==> src/rtl/switch_operand_debouncer.sv <==
// ----------------------------------------------------------------------------
// switch_operand_debouncer
//   Input front end for the gate-level comparator. The raw slide-switch pads
//   (pulled up, asynchronous) are synchronised into the clk domain, decoded
//   and debounced as one combined word. A new operand pair is committed only
//   after the decoded word has stayed unchanged for DEBOUNCE_CYCLES cycles.
//   A one-cycle upd_o strobe marks every edge on which a_o/b_o change.
//
// Ports
//   clk     in   1      system clock
//   rst_n   in   1      synchronous active-low reset
//   sw1     in   WIDTH  raw switch pads, operand A (pulled up)
//   sw2     in   WIDTH  raw switch pads, operand B (pulled up)
//   a_o     out  WIDTH  committed operand A
//   b_o     out  WIDTH  committed operand B
//   upd_o   out  1      one-cycle pulse, a_o/b_o changed on this edge
//   busy_o  out  1      high while a candidate value is settling
// ----------------------------------------------------------------------------

// Single-bit synchroniser chain. Resets to 1 so an idle pulled-up pad never
// looks like a switch event coming out of reset.
module switch_operand_sync_bit #(
   parameter int STAGES = 2
) (
   input  logic clk,
   input  logic rst_n,
   input  logic d,
   output logic q
);
   logic [STAGES-1:0] sync_pipe;

   always_ff @(posedge clk) begin
      if (!rst_n) sync_pipe <= '1;
      else        sync_pipe <= {sync_pipe[STAGES-2:0], d};
   end

   assign q = sync_pipe[STAGES-1];
endmodule

module switch_operand_debouncer #(
   parameter int WIDTH           = 2,
   parameter int SYNC_STAGES     = 2,
   parameter int DEBOUNCE_CYCLES = 240000,
   parameter bit INVERT          = 1'b1
) (
   input  logic             clk,
   input  logic             rst_n,
   input  logic [WIDTH-1:0] sw1,
   input  logic [WIDTH-1:0] sw2,
   output logic [WIDTH-1:0] a_o,
   output logic [WIDTH-1:0] b_o,
   output logic             upd_o,
   output logic             busy_o
);
   localparam int PW    = 2 * WIDTH;
   localparam int CNT_W = $clog2(DEBOUNCE_CYCLES);
   localparam logic [CNT_W-1:0] CNT_LAST = CNT_W'(DEBOUNCE_CYCLES - 1);

   typedef enum logic {IDLE = 1'b0, SETTLE = 1'b1} state_t;

   logic [PW-1:0]    pads, raw, dec;
   state_t           state, state_nxt;
   logic [PW-1:0]    cand, cand_nxt;
   logic [CNT_W-1:0] cnt, cnt_nxt;
   logic             settle_done;
   logic [PW-1:0]    op_q, op_nxt;
   logic             upd_nxt, busy_nxt, commit;

   // Pads go straight into the first flop; decode happens after the chain.
   assign pads = {sw1, sw2};

   for (genvar g = 0; g < PW; g++) begin : g_sync
      switch_operand_sync_bit #(.STAGES(SYNC_STAGES)) u_sync (
         .clk   (clk),
         .rst_n (rst_n),
         .d     (pads[g]),
         .q     (raw[g])
      );
   end

   assign dec = INVERT ? ~raw : raw;

   // State register: FSM, candidate, counter and the registered outputs.
   always_ff @(posedge clk) begin
      if (!rst_n) begin
         state  <= IDLE;
         cand   <= '0;
         cnt    <= '0;
         op_q   <= '0;
         upd_o  <= 1'b0;
         busy_o <= 1'b0;
      end else begin
         state  <= state_nxt;
         cand   <= cand_nxt;
         cnt    <= cnt_nxt;
         op_q   <= op_nxt;
         upd_o  <= upd_nxt;
         busy_o <= busy_nxt;
      end
   end

   // Next state. Any change of the decoded word reloads the candidate and
   // restarts the count, so staggered bit changes collapse into one event.
   always_comb begin
      state_nxt   = state;
      cand_nxt    = cand;
      cnt_nxt     = cnt;
      settle_done = 1'b0;
      case (state)
         IDLE: begin
            if (dec != cand) begin
               cand_nxt  = dec;
               cnt_nxt   = '0;
               state_nxt = SETTLE;
            end
         end
         SETTLE: begin
            if (dec != cand) begin
               cand_nxt = dec;
               cnt_nxt  = '0;
            end else if (cnt == CNT_LAST) begin
               state_nxt   = IDLE;
               settle_done = 1'b1;
            end else begin
               cnt_nxt = cnt + 1'b1;   // bounded by CNT_LAST, never wraps
            end
         end
         default: state_nxt = IDLE;
      endcase
   end

   // Output decode. A settled candidate equal to the committed pair (a glitch
   // that returned) produces no strobe and leaves the outputs alone.
   always_comb begin
      commit   = settle_done && (cand != op_q);
      op_nxt   = commit ? cand : op_q;
      upd_nxt  = commit;
      busy_nxt = (state_nxt == SETTLE);
   end

   assign {a_o, b_o} = op_q;
endmodule

==> config.mk <==
export PLATFORM = sky130hd
export DESIGN_NAME = switch_operand_debouncer
export DESIGN_NICKNAME = d
export VERILOG_FILES = /design/src/rtl/switch_operand_debouncer.sv
export SDC_FILE = /design/constraint.sdc
export NUM_CORES = 1
export LEC_CHECK = 0
export ABC_AREA = 1
export BUFFER_PORTS_ARGS = -buffer_cell sky130_fd_sc_hd__buf_2
export CAP_MARGIN = 20
export CORE_MARGIN = 10
export CORE_UTILIZATION = 50
export CTS_CLUSTER_SIZE = 16
export DETAILED_ROUTE_END_ITERATION = 7
export PLACE_DENSITY = 0.75
export SLEW_MARGIN = 20
export SYNTH_ARGS = -nofsm -noshare
export SYNTH_HDL_FRONTEND = slang
export SYNTH_SLANG_ARGS = --single-unit
==> constraint.sdc <==
create_clock -name clk -period 4 [get_ports clk]
set_clock_uncertainty 0.2 [all_clocks]
set_input_delay 0.4 -clock clk [delete_from_list [all_inputs] [get_ports clk]]
set_output_delay 0.4 -clock clk [all_outputs]
set_load 0.01 [all_outputs]
==> results.sh <==
export IMPL_coreArea_sq_um=3390
export IMPL_grt_pass1_wl_mm=6.47
export IMPL_tritoncts="done"
export IMPL_p_leak_uw=0.000846
export IMPL_cp_max_fo=7
export IMPL_dp_cells=328
export IMPL_setup_violations_final=0
export IMPL_ir_drop_mv=0.280
export IMPL_hold_class="primary input to flop"
export IMPL_regToRegStartpoint="cnt[0]"
export IMPL_slowest_stage="dfxtp_1"
export IMPL_drtAntennaViolNets=0
export IMPL_r2r_slack_ns=2.16
export IMPL_final_cells=336
export IMPL_synth_cell_types=23
export IMPL_crit_top_cell="nor2_4"
export IMPL_clock_latency_ns=0.33
export IMPL_grt_pass1_vias=1496
export IMPL_syn_inst=273
export IMPL_cts_inserted_buffers=5
export IMPL_vias=1609
export IMPL_post_cts_buffers=0
export IMPL_grt_max_degree=25
export IMPL_port_buffers=11
export IMPL_yosysMostFrequentCell="nand2_1"
export IMPL_io_pins=12
export IMPL_worstSetupPathType="flop to flop"
export IMPL_antenna_found_initial=0
export IMPL_synth_seq_cells=36
export IMPL_end_kind="flop"
export IMPL_hp_start="sw2[1]"
export IMPL_avgSynthCellArea_sq_um=6.57
export IMPL_power_density_nw_per_um2=343
export IMPL_h_tree_depth=2
export IMPL_die_h_microns=79.9
export IMPL_dp_hpwl_mm=2.71
export IMPL_rows=21
export IMPL_rsz0062_at_grt="false"
export IMPL_ctsHoldBuffers=0
export IMPL_nNetsFinal=296
export IMPL_cp_required_ns=4.05
export IMPL_initial_core_util_pct=52.9
export IMPL_timing_rr_end="cnt[14]"
export IMPL_area_growth_pct=10.3
export IMPL_holdPathStages=2
export IMPL_clkSinkCount=36
export IMPL_grt_total_usage_pct=12.4
export IMPL_max_freq_mhz=544
export IMPL_gp_congestion=0.920
export IMPL_relSlewSlack_pct=57.5
export IMPL_post_route_min_period_ns=1.84
export IMPL_reg2reg_depth=9
export IMPL_wl_per_cell_microns=10.4
export IMPL_chipWidth_microns=79.9
export IMPL_synth_edf_count=0
export IMPL_critPathBufInv=1
export IMPL_path_depth=9
export IMPL_synth_top_area_share_pct=40.2
export IMPL_maxSlewViolCount=0
export IMPL_max_cap_violations=0
export IMPL_finalCritPeriodShare_pct=46.0
export IMPL_finalWirelength_mm=3.49
export IMPL_ys_warn_count=0
export IMPL_finalHoldViolCount=0
export IMPL_worst_pin_slew_ns=0.637
export IMPL_slowest_delay_ns=0.39
export IMPL_setup_slack_ns=2.16
export IMPL_synth_seq_area_share_pct=40.2
export IMPL_drc=0
export IMPL_clk_pin_slew_ns=0.11
export IMPL_place_ws_ns=2.18
export IMPL_path_delay_family="simple AND/OR/NAND/NOR gates"
export IMPL_async_flop_share_pct=0
export IMPL_yosys_top_cells_count="nand2_1 (76), nor2_1 (40), inv_1 (39)"
export IMPL_cp_arrival_ns=1.89
export IMPL_outcome="complete, no violations"
export IMPL_ctsRootBufferMaster="clkbuf_4"
export IMPL_dieArea_sq_um=6380
export IMPL_drt_first_pass_iters=4
export IMPL_diodes=0
export IMPL_setup_tns_final_ns=0
export IMPL_syn_cell_area_sq_um=1790
export IMPL_drive_above_1_share_pct=13.8
export IMPL_drt_iter0_markers=129
export IMPL_path_cells="ha_1 > nand2_1 > inv_1 > nand3_2 > nor2_4 > nor2_4 > nor2_4 > nand2_1 > a21oi_1"
export IMPL_ctsResizeCount=0
export IMPL_startpoint_type="flop"
export IMPL_synth_top_area_cell="dfxtp_1"
export IMPL_synth_nets=280
export IMPL_grt_overflow=0
export IMPL_cts_path_max_buffers=2
export IMPL_netlist_top_cells_area="dfxtp_1 (40%), nand2_1 (16%), nor2_1 (8.4%)"
export IMPL_min_to="g_sync[1].u_sync.sync_pipe[0]"
export IMPL_vias_per_cell=4.79
export IMPL_ys_flop_type="dfxtp_1"
-- sequential cells by signal (all words and copies together), names as in the netlist --
signal,cells
cnt,18
cand,4
upd_o,1
state,1
op_q,4
g_sync.u_sync.sync_pipe,8
-- cells in the final DEF (no fill, tap or decap), types with 4 or more instances in the layout --
cell      synthesis  final
nor2_1           40     40
nand2_1          76     76
inv_1            39     39
nor2_2            5      5
buf_2             0     11
clkbuf_4          0      5
clkinv_1          4      4
dfxtp_1          36     36
o21ai_0           9      9
a21oi_1          14     14
or2_2             9      9
nand4_1           9      9
xnor2_1           4      4
nand3_1          11     11
-- area by class of cell --
cell class | count | area (sq um)
Multi-Input combinational cell | 191 | 901
Tap cell | 46 | 57.6
Clock buffer | 5 | 37.5
Fill cell | 358 | 1410
Inverter | 44 | 165
Sequential cell | 36 | 721
Timing Repair Buffer | 11 | 55.1
Clock inverter | 3 | 42.5
-- worst register-to-register path: stages (launching register included) --
cell,delay (ns)
dfxtp_1,0.39
ha_1,0.18
nand2_1,0.07
inv_1,0.11
nand3_2,0.15
nor2_4,0.22
nor2_4,0.09
nor2_4,0.17
nand2_1,0.07
a21oi_1,0.12
-- metrics by stage --
step	area (sq um)	hold WS [ns]	util, %	total power (uW)
after floorplan	1790	0.193	-	419
after global placement	1900	0.194	56.0	432
after detailed placement	1900	0.203	56.0	434
after CTS	1980	0.0351	58.4	686
after global routing	1980	0.0177	58.4	716
final	1980	0.0462	58.4	678
-- logic make-up after synthesis --
group,share of synthesized area [%]
and+or+nand+nor,38.9
adders and majority gates,0.697
buffers and inverters,9.62
DFF,40.2
AOI/OAI and AO/OA,8.16
xor gates and xnor gates,2.44
-- layer usage --
layer | vias to the layer above | GRT usage, % | share of wire (%)
met5 | - | 0 | 0
li1 | 874 | - | -
met1 | 706 | 16.1 | 50
met4 | 0 | 6.34 | 2.0
met2 | 23 | 18.5 | 44
met3 | 6 | 3.04 | 3.7
-- how the worst max path moves through the flow --
| stage | start | to | slack, ns |
|---|---|---|---|
| 2_1_floorplan | cnt[0] | cnt[10] | 2.41 |
| 3_3_place_gp | cnt[0] | cnt[14] | 2.19 |
| 3_5_place_dp | rst_n | cnt[3] | 2.18 |
| 4_1_cts | cnt[0] | cnt[14] | 2.15 |
| 5_1_grt | cnt[0] | cnt[10] | 1.93 |
| 6_report | cnt[0] | cnt[14] | 2.16 |
-- report_power, final --
group          internal (uW)  switching (uW)  total, uW  leakage, uW
sequential               365            6.12        371     0.000293
combinational           18.3            35.4       53.7     0.000512
clock                    130             123        253    0.0000412
No activity file was read; power rests on OpenSTA's default activity.
